<file path="config.mk">
export PLATFORM = sky130hd
export DESIGN_NAME = muntjac_metadata_fsm_unit
export DESIGN_NICKNAME = d
export VERILOG_FILES = /design/src/rtl/muntjac_metadata_pkg.sv /design/src/rtl/muntjac_metadata_trans_table.sv /design/src/rtl/muntjac_metadata_fsm_unit.sv
export SDC_FILE = /design/constraint.sdc
export NUM_CORES = 1
export LEC_CHECK = 0
export BUFFER_PORTS_ARGS = -buffer_cell sky130_fd_sc_hd__clkbuf_2
export CORE_ASPECT_RATIO = 1.4
export CORE_MARGIN = 2
export CORE_UTILIZATION = 60
export DETAILED_ROUTE_END_ITERATION = 12
export PLACE_DENSITY = 0.78
export SETUP_SLACK_MARGIN = 0.05
export SYNTH_ARGS = -nofsm -noshare
export SYNTH_HDL_FRONTEND = slang
export SYNTH_SLANG_ARGS = --single-unit
</file>
<file path="constraint.sdc">
create_clock -name clk_i -period 11.8 [get_ports clk_i]
set_clock_uncertainty 0.15 [all_clocks]
set_input_delay 2.95 -clock clk_i [delete_from_list [all_inputs] [get_ports clk_i]]
set_output_delay 2.95 -clock clk_i [all_outputs]
set_load 0.01 [all_outputs]
</file>
<file path="src/rtl/muntjac_metadata_pkg.sv">
// ----------------------------------------------------------------------------
// muntjac_metadata_pkg
//
// Shared definitions for the metadata FSM unit:
//   - default encoding widths for states and event codes
//   - the state value used on reset and on a global clear
//   - meta_resp_t, the packed response record {idx, old, new, err} for the
//     default configuration (16 entries, 8-bit states)
// ----------------------------------------------------------------------------
package muntjac_metadata_pkg;

    localparam int unsigned DefNumEntries = 16;
    localparam int unsigned DefIdxW       = $clog2(DefNumEntries);
    localparam int unsigned DefStateW     = 8;
    localparam int unsigned DefEventW     = 4;

    // Every store entry starts here after reset and returns here on clear.
    localparam logic [DefStateW-1:0] StateInit = '0;

    typedef struct packed {
        logic [DefIdxW-1:0]   idx;
        logic [DefStateW-1:0] old_state;
        logic [DefStateW-1:0] new_state;
        logic                 err;
    } meta_resp_t;

endpackage

</file>
<file path="src/rtl/muntjac_metadata_trans_table.sv">
// ----------------------------------------------------------------------------
// muntjac_metadata_trans_table
//
// Runtime-programmable transition table: next = table[event][state].
// Resets to the identity mapping (table[e][s] = s).
//
// Ports:
//   clk_i, rst_i     clock, asynchronous active-high reset
//   cfg_we_i         write enable for one table cell
//   cfg_event_i      row to write
//   cfg_state_i      column to write
//   cfg_next_i       value to store (may be an out-of-range state)
//   rd_event_i       lookup row (combinational read)
//   rd_state_i       lookup column
//   rd_next_o        looked-up next state, or rd_state_i when out of range
//   rd_err_o         event or state outside the table
// ----------------------------------------------------------------------------
module muntjac_metadata_trans_table
    import muntjac_metadata_pkg::*;
#(
    parameter int unsigned NumStates = 4,
    parameter int unsigned NumEvents = 4,
    parameter int unsigned StateW    = DefStateW,
    parameter int unsigned EventW    = DefEventW
) (
    input  logic              clk_i,
    input  logic              rst_i,
    input  logic              cfg_we_i,
    input  logic [EventW-1:0] cfg_event_i,
    input  logic [StateW-1:0] cfg_state_i,
    input  logic [StateW-1:0] cfg_next_i,
    input  logic [EventW-1:0] rd_event_i,
    input  logic [StateW-1:0] rd_state_i,
    output logic [StateW-1:0] rd_next_o,
    output logic              rd_err_o
);

    localparam int unsigned NumCells = NumEvents * NumStates;
    localparam int unsigned CellW    = (NumCells > 1) ? $clog2(NumCells) : 1;

    // Limits carry one extra bit so NumEvents == 2**EventW still fits.
    localparam logic [EventW:0] EventLimit = (EventW + 1)'(NumEvents);
    localparam logic [StateW:0] StateLimit = (StateW + 1)'(NumStates);

    logic [StateW-1:0] cell_q [NumCells];
    logic              wr_in_range;
    logic              rd_in_range;
    logic [CellW-1:0]  wr_cell;
    logic [CellW-1:0]  rd_cell;

    // Cells are laid out row-major: cell = event * NumStates + state.
    always_comb begin
        wr_in_range = ({1'b0, cfg_event_i} < EventLimit) && ({1'b0, cfg_state_i} < StateLimit);
        rd_in_range = ({1'b0, rd_event_i} < EventLimit) && ({1'b0, rd_state_i} < StateLimit);
        wr_cell     = CellW'(32'(cfg_event_i) * NumStates + 32'(cfg_state_i));
        rd_cell     = CellW'(32'(rd_event_i) * NumStates + 32'(rd_state_i));
    end

    genvar gi;
    generate
        for (gi = 0; gi < NumCells; gi++) begin : g_cell
            logic [StateW-1:0] cell_reg;

            always_ff @(posedge clk_i or posedge rst_i) begin
                if (rst_i) begin
                    cell_reg <= StateW'(gi % NumStates);
                end else if (cfg_we_i && wr_in_range && (wr_cell == CellW'(gi))) begin
                    cell_reg <= cfg_next_i;
                end
            end

            assign cell_q[gi] = cell_reg;
        end
    endgenerate

    // Out-of-range lookups leave the state unchanged and raise err; the
    // cell index is only meaningful when the coordinates are in range.
    always_comb begin
        rd_err_o  = !rd_in_range;
        rd_next_o = rd_in_range ? cell_q[rd_cell] : rd_state_i;
    end

endmodule

</file>
<file path="src/rtl/muntjac_metadata_fsm_unit.sv">
// ----------------------------------------------------------------------------
// muntjac_metadata_fsm_unit
//
// Single owner of per-entry metadata state. Each accepted request applies
// one event to one entry through the programmable transition table and
// returns the state before and after.
//
// Pipeline:
//   S1  holds the accepted {idx, event}; the store read and table lookup
//       happen combinationally in this stage, writeback on S1 advance.
//   S2  registered response {idx, old, new, err}.
//
// Ports:
//   clk_i, rst_i          clock, asynchronous active-high reset
//   req_valid_i/ready_o   request handshake; req_idx_i, req_event_i payload
//   resp_valid_o/ready_i  response handshake
//   resp_idx_o            entry index of the response
//   resp_old_state_o      state before the event
//   resp_new_state_o      state after the event
//   resp_err_o            event or stored state out of range
//   cfg_we_i, cfg_event_i, cfg_state_i, cfg_next_i
//                         transition table write port
//   clear_i               synchronous clear of every entry to the init state
// ----------------------------------------------------------------------------
module muntjac_metadata_fsm_unit
    import muntjac_metadata_pkg::*;
#(
    parameter int unsigned NumEntries = 16,
    parameter int unsigned NumStates  = 4,
    parameter int unsigned NumEvents  = 4,
    parameter int unsigned StateW     = DefStateW,
    parameter int unsigned EventW     = DefEventW,
    parameter int unsigned IdxW       = $clog2(NumEntries)
) (
    input  logic              clk_i,
    input  logic              rst_i,
    input  logic              req_valid_i,
    output logic              req_ready_o,
    input  logic [IdxW-1:0]   req_idx_i,
    input  logic [EventW-1:0] req_event_i,
    output logic              resp_valid_o,
    input  logic              resp_ready_i,
    output logic [IdxW-1:0]   resp_idx_o,
    output logic [StateW-1:0] resp_old_state_o,
    output logic [StateW-1:0] resp_new_state_o,
    output logic              resp_err_o,
    input  logic              cfg_we_i,
    input  logic [EventW-1:0] cfg_event_i,
    input  logic [StateW-1:0] cfg_state_i,
    input  logic [StateW-1:0] cfg_next_i,
    input  logic              clear_i
);

    localparam logic [StateW-1:0] InitState = StateW'(StateInit);

    // Stage 1
    logic              s1_valid_reg;
    logic [IdxW-1:0]   s1_idx_reg;
    logic [EventW-1:0] s1_event_reg;

    // Stage 2 (response)
    logic              s2_valid_reg;
    logic [IdxW-1:0]   s2_idx_reg;
    logic [StateW-1:0] s2_old_reg;
    logic [StateW-1:0] s2_new_reg;
    logic              s2_err_reg;

    // Handshake and lookup results
    logic              s2_adv;
    logic              s1_adv;
    logic              req_fire;
    logic [StateW-1:0] s1_old_state;
    logic [StateW-1:0] s1_new_state;
    logic              s1_err;

    logic [StateW-1:0] store_q [NumEntries];

    always_comb begin
        s2_adv      = !s2_valid_reg || resp_ready_i;
        s1_adv      = s1_valid_reg && s2_adv;
        req_ready_o = !s1_valid_reg || s2_adv;
        req_fire    = req_valid_i && req_ready_o;
    end

    // ------------------------------------------------------------------
    // Metadata store. Writeback lands on the same edge the next request
    // enters S1, so back-to-back requests to one entry see each other's
    // result without forwarding. Clear beats a coincident writeback.
    // ------------------------------------------------------------------
    genvar gi;
    generate
        for (gi = 0; gi < NumEntries; gi++) begin : g_entry
            logic [StateW-1:0] entry_reg;

            always_ff @(posedge clk_i or posedge rst_i) begin
                if (rst_i) begin
                    entry_reg <= InitState;
                end else if (clear_i) begin
                    entry_reg <= InitState;
                end else if (s1_adv && (s1_idx_reg == IdxW'(gi))) begin
                    entry_reg <= s1_new_state;
                end
            end

            assign store_q[gi] = entry_reg;
        end
    endgenerate

    assign s1_old_state = store_q[s1_idx_reg];

    // A stored state outside the table (e.g. programmed via cfg_next_i)
    // makes the lookup report err and keep the state as is.
    muntjac_metadata_trans_table #(
        .NumStates (NumStates),
        .NumEvents (NumEvents),
        .StateW    (StateW),
        .EventW    (EventW)
    ) u_trans_table (
        .clk_i       (clk_i),
        .rst_i       (rst_i),
        .cfg_we_i    (cfg_we_i),
        .cfg_event_i (cfg_event_i),
        .cfg_state_i (cfg_state_i),
        .cfg_next_i  (cfg_next_i),
        .rd_event_i  (s1_event_reg),
        .rd_state_i  (s1_old_state),
        .rd_next_o   (s1_new_state),
        .rd_err_o    (s1_err)
    );

    // ------------------------------------------------------------------
    // Pipeline registers
    // ------------------------------------------------------------------
    always_ff @(posedge clk_i or posedge rst_i) begin
        if (rst_i) begin
            s1_valid_reg <= 1'b0;
            s1_idx_reg   <= '0;
            s1_event_reg <= '0;
            s2_valid_reg <= 1'b0;
            s2_idx_reg   <= '0;
            s2_old_reg   <= '0;
            s2_new_reg   <= '0;
            s2_err_reg   <= 1'b0;
        end else begin
            if (req_fire) begin
                s1_valid_reg <= 1'b1;
                s1_idx_reg   <= req_idx_i;
                s1_event_reg <= req_event_i;
            end else if (s1_adv) begin
                s1_valid_reg <= 1'b0;
            end

            if (s1_adv) begin
                s2_valid_reg <= 1'b1;
                s2_idx_reg   <= s1_idx_reg;
                s2_old_reg   <= s1_old_state;
                s2_new_reg   <= s1_new_state;
                s2_err_reg   <= s1_err;
            end else if (s2_adv) begin
                s2_valid_reg <= 1'b0;
            end
        end
    end

    assign resp_valid_o     = s2_valid_reg;
    assign resp_idx_o       = s2_idx_reg;
    assign resp_old_state_o = s2_old_reg;
    assign resp_new_state_o = s2_new_reg;
    assign resp_err_o       = s2_err_reg;

endmodule
</file>
# == After elaboration in Yosys (flattened, before gate mapping) ==
# Index checks and enable logic that the tools add are counted.
# Widths: inputs -> output; s select.
# word_totals
out_inout_bits,23
elab_cells,185
register_bits,287
in_bits,34
# op_classes
mux,43
n_lt_le_gt_ge,6
n_reduce_logical,62
n_bitwise,2
n_eq_ne,30
add_sub_neg,2
# ops
operator,count
$mux 8,37
$bmux 8 s4,2
$eq 4x4->1 const B,16
$logic_and 1x1->1,37
$reduce_bool 2->1,18
$eq 4x3->1 const B,8
$eq 4x2->1 const B,4
$lt 8x3->1 const B,2
$ge 5x5->1 const B,2
$not 4->5,2
$add 4x4->4,2
$eq 4x1->1 const B,2
$logic_not 4->1,2
$lt 4x3->1 const B,2
$mux 1,4
$logic_not 1->1,3
$logic_or 1x1->1,2

# == Longest topological paths before layout ==
# Gate-level depths: netlist of the first run.
# logic_depth
ltp_word,12
depth_mapped,17
ltp_nobuf,12

# == Cells and area by module ==
# A second synthesis of the first run with hierarchy kept.
# unflattened
cells_unflattened,1147
hier_area_um2,13965.9
# by_module_without_submodules
module,cells_per_inst,instances,seq_area_each_um2,area_each_um2
muntjac_metadata_fsm_unit,737,1,3978.8,7821.3
muntjac_metadata_trans_table,410,1,3223.1,6144.6

# == Least setup slack after synthesis of the first run ==
# No wires, ideal clock.
# synth_path
path_kind,input to output
start,input port resp_ready_i
end,output port req_ready_o
t_arrival_ns,3.164
required_time_ns,8.700
slack_ns,5.536
path_stages,1
path_buffers,0
cell_sequence,nand3b_1
# synth_via
elab_chain_cells,2
# synth_lines
element,line,source
"start, declared",muntjac_metadata_fsm_unit.sv:42,"input logic resp_ready_i,"
$logic_or 1x1->1,muntjac_metadata_fsm_unit.sv:79,s2_adv = !s2_valid_reg || resp_ready_i;
$logic_or 1x1->1,muntjac_metadata_fsm_unit.sv:81,req_ready_o = !s1_valid_reg || s2_adv;
"end, declared",muntjac_metadata_fsm_unit.sv:38,"output logic req_ready_o,"
# No other way between the ends.

# == Final worst setup path of the first run ==
# Ends and elaborated chain as after synthesis.

==> flow_summary.toml, run 1 <==
[die]
die_area_sq_mm = 0.0234
num_rows = 64
die_h_microns = 180
start_util_pct = 61.0
io_pins = 57
coreArea_sq_mm = 0.0218
die_w_microns = 130

[critical_path]
ff2ff_path_depth = 13
path_max_fanout = 3
critPathCapture = "req_ready_o"
worst_setup_path_start_kind = "input port"
arrival_ps = 3380
rrSetupSlack_ps = 6350
startpoint = "resp_ready_i"
crit_type = "in -> out"
crit_path_end_kind = "output port"
required_ps = 8700
r2r-end = "g_entry[0].entry_reg[5]$_DFFE_PP0P_"
r2r-start = "s1_idx_reg[1]$_DFFE_PP0P_"

[synth]
synth_top_family_by_area = "multiplexers"
syn_inst = 1053
synth-compound-area-share_pct = 10.9
synth_common_cells = "271 x dfrtp_1, 165 x nor2_1, 141 x mux2_2"
synth_cell_type_count = 45
synth_nets = 1089
avgSynthCellArea_sq_um = 12.6
yosysWarnings = 0
synth_area_leaders = "dfrtp_1 51%, mux2_2 12%, mux4_2 9.7%"
synth-simple-area-share_pct = 8.82
syn_area_sq_mm = 0.0133
synth_top_cell_area_share_pct = 51.1
synthAdderAreaFrac_pct = 0.188
synthMuxAreaShare_pct = 22.8
ys_seq_area_share_pct = 54.2
synth_xor_area_share_pct = 0.264
yosysTopAreaCell = "dfrtp_1"
synth_edf_count = 0
synth_most_common_cell = "dfrtp_1"
synthFlopType = "dfrtp_1"
synthArstFlopShare_pct = 100
synth-seq-cells = 287

[grt]
grt_pass1_vias = 8921
grt_pass1_wl_microns = 48200
antenna_found_initial = 0
grt_usage_pct = 26.5
grt_max_degree = 131
overflow = 0

[route]
drc_errors = 0
vias = 8640
drt_wl_total_microns = 30100
drt.antenna.violating_nets = 0
viasPerCell = 6.20
drt_first_iter_violations = 622
avgRoutedWirePerCell_microns = 21.6
drt_first_pass_iters = 5

[run_status]
status = "completed"

[sta]
setup-tns-final_ps = 0
post-route-period-util_pct = 54.9
worstMarginPinSlew_ps = 1230
slew_headroom_pct = 17.6
period_minus_slack_ps = 6480
finalHoldViolations = 0
finalSetupViolCount = 0
rsz0062_at_grt = "no"
holdWs_ps = 332
timing.final.ws_setup_ps = 5320
max_clock_freq_mhz = 154
report.final.slew_viol_count = 0

[final_layout]
fin_cells = 1393
area_growth_pct = 9.89
final_cell_area_sq_mm = 0.0146
final_layout_size_suffix_gt1_share_pct = 31.5
nets = 1113
antennaDiodeCount = 0
fillerInstances = 1588

[clocking]
cts.clk_slew.worst_paths_ps = 60
clkLatencyLatePin_ps = 550
post_cts_resized = 0
cts_tree = "yes"
cts-root-buf = "clkbuf_16"
cts_max_level = 1
postCtsSetupBuffers = 0
clock_sinks = 287
ctsHoldBuffers = 0
clock_path_buffers = 3
cts_made_buffers = 27

[pwr]
powerDensity_mw_per_mm2 = 153
vdd_ir_drop_max_mv = 0.206
leakagePower_nw = 6.46

[place]
dpl.cell_count = 1345
place.port_buffers = 56
post-place-ws_ps = 5340
gp_congestion = 0.854
dp_hpwl_microns = 19400
place_area_sq_mm = 0.0137

[flow_run]
max_cap_violations = 0

[min_path]
hold_class = "reg -> reg"
==> critical path: stages <==
cell and delay, ps:
clkbuf_2 80, nand3b_1 190, clkbuf_2 150
==> cells in the final DEF (no fill, tap or decap), types with 3 or more instances in the layout <==
cell type and instances:
mux2i_1 16, a21oi_4 6, nand3_1 13, nand2_1 60
dfstp_2 16, mux2_2 141, nand2b_1 9, nand3b_1 6
dfrtp_1 270, o21ai_0 8, and2_1 4, a31oi_1 3
buf_4 16, clkbuf_8 6, a21oi_1 12, a211oi_1 132
a21boi_0 3, clkbuf_16 27, clkbuf_1 5, nor3_1 3
nor3_2 3, mux4_2 57, nor4_1 4, a22oi_1 10
nor2_1 165, clkbuf_2 55, clkinv_2 6, nor2b_1 5
==> how the worst min path moves through the flow <==
stage / startpoint / slack (ps) / endpoint / cells past startpoint
CTS: resp_idx_o[1]$_DFFE_PP0P_ / 340 / resp_idx_o[1]$_DFFE_PP0P_ / 2
global route: u_trans_table.g_cell[3].cell_reg[6]$_DFFE_PP0P_ / 360 / u_trans_table.g_cell[3].cell_reg[6]$_DFFE_PP0P_ / 1
global placement: resp_idx_o[0]$_DFFE_PP0P_ / 310 / resp_idx_o[0]$_DFFE_PP0P_ / 2
floorplan: s1_valid_reg$_DFFE_PP0P_ / 320 / resp_valid_o$_DFFE_PP0P_ / 1
detailed placement: resp_idx_o[1]$_DFFE_PP0P_ / 320 / resp_idx_o[1]$_DFFE_PP0P_ / 2
finish: resp_old_state_o[6]$_DFFE_PP0P_ / 330 / resp_old_state_o[6]$_DFFE_PP0P_ / 2
==> cells by family (layout without fill, tap and decap cells) <==
group / after synthesis / count (layout)
and+or+nand+nor: 279 / 279
AOI/OAI and AO/OA: 188 / 188
xor gates and xnor gates: 4 / 4
muxes: 214 / 214
DFF: 287 / 287
buffers and inverters: 79 / 122
adders and majority gates: 2 / 2
==> per-layer routing <==
layer	global-route usage [%]	share of wire, %	routed length (microns)	up-vias
li1	-	-	-	3921
met1	33.6	39	11700	4396
met2	45.4	52	15600	260
met3	3.38	5.0	1500	63
met4	11.7	4.4	1330	0
met5	0	0	0	-
==> power breakdown <==
part           switching (mW)  internal [mW]
Combinational           0.216          0.105
Sequential             0.0279           1.02
Clock                   0.368          0.502
Total                   0.612           1.63
==> area by class of cell <==
class                           count  area, sq um  share of cell area (%)
Timing Repair Buffer               71          395                    2.71
Multi-Input combinational cell    687         5720                    39.2
Clock buffer                       38          777                    5.32
Inverter                            3         18.8                   0.129
Clock inverter                     10          108                   0.737
Sequential cell                   287         7200                    49.4
Tap cell                          297          372                    2.55
==> through the flow <==
step           power, mW  util [%]
5_1_grt             2.32      67.0
3_3_place_gp        1.38      62.9
3_5_place_dp        1.39      62.9
2_1_floorplan       1.29         -
4_1_cts             2.25      67.0
6_report            2.24      67.0
Power figures use the tool's default switching activity.
==> run 2: changes to the inputs <==
- clock period: 11.8 -> 6.1 ns (I/O delays scaled with it)
==> run 2 against run 1 <==
Net effect:
- via count increased by 1.7%
- design area grew 1.1%
- wire length increased by 4.0%
- die area did not move
- worst setup slack lost 3700 ps
- utilization increased by 0.77 points
- cell count increased by 1.1%
- largest cell class unchanged
- highest routed layer unchanged
==> flow_summary.toml, run 2 (same netlist as run 1, synthesis figures left out) <==
[run_status]
status = "completed"

[min_path]
hold_start = "resp_old_state_o[3]$_DFFE_PP0P_"
hold_class = "reg -> reg"

[clocking]
postCtsSetupBuffers = 0
cts_made_buffers = 28
cts-root-buf = "clkbuf_16"
clock_sinks = 287
clock_path_buffers = 3
ctsHoldBuffers = 0
cts_tree = "yes"
clkLatencyLatePin_ps = 540
cts_max_level = 1
cts.clk_slew.worst_paths_ps = 60
post_cts_resized = 0

[die]
num_rows = 64
die_h_microns = 180
die_w_microns = 130
die_area_sq_mm = 0.0234
coreArea_sq_mm = 0.0218
io_pins = 57
start_util_pct = 61.0

[route]
drc_errors = 0
viasPerCell = 6.23
drt_first_iter_violations = 592
vias = 8785
top_layer = "met4"
drt.antenna.violating_nets = 0
wl_met3_microns = 1300
avgRoutedWirePerCell_microns = 22.2
wl_met1_microns = 12000
wl_met2_microns = 16500
drt_wl_total_microns = 31300
drt_first_pass_iters = 5

[critical_path]
crit_type = "reg -> reg"
rrSetupSlack_ps = 1620
worst_setup_path_start_kind = "flop"
r2r-end = "g_entry[1].entry_reg[6]$_DFFE_PP0P_"
required_ps = 6320
ff2ff_path_depth = 10
r2r-start = "s1_idx_reg[0]$_DFFE_PP0P_"
path_max_fanout = 18
critPathCapture = "g_entry[1].entry_reg[6]$_DFFE_PP0P_"
crit_path_end_kind = "flop"
arrival_ps = 4710
startpoint = "s1_idx_reg[0]$_DFFE_PP0P_"

[final_layout]
fin_cells = 1409
area_growth_pct = 11.2
final_layout_size_suffix_gt1_share_pct = 32.2
fillerInstances = 1592
multi_input_area_sq_mm = 0.00572
seq_area_sq_mm = 0.00720
layout_commonest_cell = "dfrtp_1"
nets = 1127
final_cell_mix = "270 x dfrtp_1, 165 x nor2_1, 141 x mux2_2, 132 x a211oi_1, 60 x nand2_1"
antennaDiodeCount = 0

[grt]
antenna_found_initial = 0
overflow = 0
grt_usage_pct = 28.1
grt_pass1_vias = 9368
grt_max_degree = 124
grt_pass1_wl_microns = 51200

[place]
dpl.cell_count = 1358
place.port_buffers = 56
gp_congestion = 0.849
post-place-ws_ps = 1640
dp_hpwl_microns = 21300

[sta]
slew_headroom_pct = 11.5
max_clock_freq_mhz = 223
finalHoldViolations = 0
finalSetupViolCount = 0
timing.final.ws_setup_ps = 1620
period_minus_slack_ps = 4480
post-route-period-util_pct = 73.5
report.final.slew_viol_count = 0
rsz0062_at_grt = "no"
setup-tns-final_ps = 0
worstMarginPinSlew_ps = 1320

[flow_run]
max_cap_violations = 0

[pwr]
leakagePower_nw = 6.55
powerDensity_mw_per_mm2 = 298
power_mw = 4.40
vdd_ir_drop_max_mv = 0.248
## run 2: worst max-delay path, stage by stage (launching register included)
cell and delay (ps):
dfrtp_2 590, mux4_2 560, a22oi_1 260, nand2_1 220, ha_1 570, buf_4 340
mux4_2 530, mux2i_1 230, a21oi_1 170, a21oi_4 520, a211oi_1 160
## run 2: per-layer routing
metal	vias to the layer above	track usage, %
li1	3944	-
met1	4483	35.7
met2	265	47.8
met3	93	3.74
met4	0	12.7
met5	-	0
## run 2: worst min-delay path by stage
stage / depth (start not counted) / to / slack (ps)
4_1_cts: 2 / resp_old_state_o[3]$_DFFE_PP0P_ / 330
3_5_place_dp: 2 / resp_old_state_o[3]$_DFFE_PP0P_ / 320
3_3_place_gp: 2 / resp_idx_o[1]$_DFFE_PP0P_ / 310
6_report: 2 / resp_old_state_o[3]$_DFFE_PP0P_ / 330
5_1_grt: 1 / u_trans_table.g_cell[0].cell_reg[1]$_DFFE_PP0P_ / 360
2_1_floorplan: 1 / resp_valid_o$_DFFE_PP0P_ / 320
## run 2: stage by stage
stage               utilization (%)  instance area (sq um)  hold slack (ps)
floorplan                         -                  13300              321
global placement               63.5                  13800              311
detailed placement             63.5                  13800              316
CTS                            67.8                  14800              332
global route                   67.8                  14800              365
finish                         67.8                  14800              333
## run 2: cell type report
class                      count  share of cell area, %
inverter                       3                  0.102
tap                          297                   2.52
multi-input combinational    687                   38.8
clock inverter                11                   1.00
timing repair buffer          84                   3.51
clock buffer                  40                   5.32
sequential                   287                   48.8
## run 2: where the power goes
group	internal, mW	leakage (nW)	switching (mW)	total [mW]
logic	0.211	2.20	0.406	0.616
registers	1.97	3.89	0.0672	2.04
clock network	1.03	0.462	0.720	1.75
total	3.21	6.55	1.19	4.40
==> run 3: changes to the inputs <==
- clock period: 6.1 -> 4.33 ns (I/O delays scaled with it)
==> run 3 against run 2 <==
Net effect:
- global-route usage rose by 0.92 points
- power increased by 44%
- die area unchanged
- fmax is 9.1% higher
- cell count up 2.3%
- design area up 2.1%
- largest power group unchanged
- critical endpoint is now g_entry[9].entry_reg[1]$_DFFE_PP0P_
- wire length is 4.9% higher
- sequential power increased by 41%
==> flow_summary.toml, run 3 (same netlist as run 1, synthesis figures left out) <==
[final_layout]
layout_commonest_cell = "dfrtp_1"
multi_input_area_sq_mm = 0.00574
fin_util_pct = 69.2
fillerInstances = 1518
seq_area_sq_mm = 0.00720
final_layout_size_suffix_gt1_share_pct = 34.4
nets = 1158
area_growth_pct = 13.5
final_cell_mix = "269 x dfrtp_1, 164 x nor2_1, 141 x mux2_2, 132 x a211oi_1, 59 x nand2_1"
antennaDiodeCount = 0

[min_path]
hold_class = "reg -> reg"
hold_depth = 2

[clocking]
clock_path_buffers = 3
cts_made_buffers = 29
cts_max_level = 1
cts-root-buf = "clkbuf_16"
cts.clk_slew.worst_paths_ps = 60
clock_sinks = 287
clkLatencyLatePin_ps = 540
cts_tree = "yes"

[route]
drt_first_pass_iters = 5
avgRoutedWirePerCell_microns = 22.8
viasPerCell = 6.25
drt_wl_total_microns = 32900
drt_first_iter_violations = 617
vias = 9005
drt.antenna.violating_nets = 0
drc_errors = 0

[sta]
slew_headroom_pct = 42.9
post-route-period-util_pct = 94.9
holdWs_ps = 329
finalHoldViolations = 0
timing.final.ws_setup_ps = 220
period_minus_slack_ps = 4110
rsz0062_at_grt = "no"
worstMarginPinSlew_ps = 857
max_clock_freq_mhz = 243
finalSetupViolCount = 0
report.final.slew_viol_count = 0

[place]
post-place-ws_ps = 83.1
gp_congestion = 0.869
dp_hpwl_microns = 22100
place.port_buffers = 56

[critical_path]
required_ps = 4560
path_cells = "buf_4 > mux4_2 > mux4_2 > buf_4 > buf_4 > mux2_2 > o211ai_1 > a311oi_1 > a22oi_4 > a211oi_1"
ff2ff_path_depth = 10
crit_type = "reg -> reg"
arrival_ps = 4340
startpoint = "s1_idx_reg[3]$_DFFE_PP0P_"
rrSetupSlack_ps = 220
critPathCapture = "g_entry[9].entry_reg[1]$_DFFE_PP0P_"
critPathSlowestCell = "mux4_2"
worst_setup_path_start_kind = "flop"
critPathMostFrequentCell = "buf_4"
path_max_fanout = 18
r2r-end = "g_entry[9].entry_reg[1]$_DFFE_PP0P_"
crit_path_end_kind = "flop"
slowest_delay_ps = 790
r2r-start = "s1_idx_reg[3]$_DFFE_PP0P_"

[pwr]
vdd_ir_drop_max_mv = 0.314
power.switching_mw = 1.71
clockPowerShare_pct = 40.0
power_mw = 6.34
p_sw_share_pct = 26.9
leakagePower_nw = 6.73
comb_power_share_pct = 14.7
seq_power_share_pct = 45.2
powerDensity_mw_per_mm2 = 421
power.internal_mw = 4.63

[grt]
overflow = 0
grt_pass1_vias = 9546
grt_usage_pct = 29.0
antenna_found_initial = 0
grt_pass1_wl_microns = 52300
grt_max_degree = 130

[die]
die_area_sq_mm = 0.0234
die_w_microns = 130
io_pins = 57
start_util_pct = 61.0
die_h_microns = 180
coreArea_sq_mm = 0.0218
num_rows = 64

[run_status]
status = "completed"

[flow_run]
max_cap_violations = 0
==> run 3: changes by cell type in the layout (fill, tap and decap cells not counted), sizes merged <==
| cell | before | now |
|---|---|---|
| clkbuf | 95 | 100 |
| clkinv | 7 | 5 |
| inv | 3 | 2 |
| buf | 29 | 59 |
==> run 3: critical path, delay by kind of cell (launching register included) <==
family | cells | cell delay, ps
mux | 3 | 1390
flops | 1 | 560
buf+inv | 3 | 790
compound gates | 4 | 1040
==> run 3: power by group through the flow <==
| stage | Combinational (mW) | Clock (mW) | Sequential, mW |
|---|---|---|---|
| 2_1_floorplan | 0.637 | 0 | 2.89 |
| 3_3_place_gp | 0.894 | 0 | 2.91 |
| 3_5_place_dp | 0.913 | 0 | 2.91 |
| 4_1_cts | 0.920 | 2.57 | 2.86 |
| 5_1_grt | 1.01 | 2.67 | 2.87 |
| 6_report | 0.935 | 2.54 | 2.87 |
==> run 3: worst min-delay path by stage <==
stage | from | end | slack [ps]
final | resp_old_state_o[6]$_DFFE_PP0P_ | resp_old_state_o[6]$_DFFE_PP0P_ | 330
after CTS | resp_old_state_o[6]$_DFFE_PP0P_ | resp_old_state_o[6]$_DFFE_PP0P_ | 330
after global routing | u_trans_table.g_cell[11].cell_reg[3]$_DFFE_PP0P_ | u_trans_table.g_cell[11].cell_reg[3]$_DFFE_PP0P_ | 360
after detailed placement | resp_old_state_o[6]$_DFFE_PP0P_ | resp_old_state_o[6]$_DFFE_PP0P_ | 320
after floorplan | s1_valid_reg$_DFFE_PP0P_ | resp_valid_o$_DFFE_PP0P_ | 320
after global placement | resp_idx_o[1]$_DFFE_PP0P_ | resp_idx_o[1]$_DFFE_PP0P_ | 320
==> run 3: repair_timing <==
action                                  4_1_cts  5_1_grt
buffers inserted                              0        1
endpoints found under the setup margin        0       58
gates resized for setup                       0        4
hold buffers                                  0        0
==> run 3: layout make-up <==
class | count | area share [%]
clock buffers | 45 | 5.61
clock inverters | 8 | 0.789
inverters | 3 | 0.0996
multi-input cells | 687 | 38.1
flip-flops and latches | 287 | 47.8
well taps | 297 | 2.47
repair buffers | 114 | 5.18
==> run 3: through the flow <==
step	instances	instance area [sq um]	TNS (ps)
after global routing	1441	15100	0
after detailed placement	1387	14100	0
after floorplan	1053	13300	-188250
after CTS	1440	15000	0
after global placement	1387	14100	0
final	1441	15100	0
==> run 3: routing by layer <==
layer	track usage (%)	share of wire, %	vias up
met5	0	0	-
met4	14.0	5.2	0
met3	4.60	5.0	97
met2	49.9	52	319
met1	35.3	38	4567
li1	-	-	4022
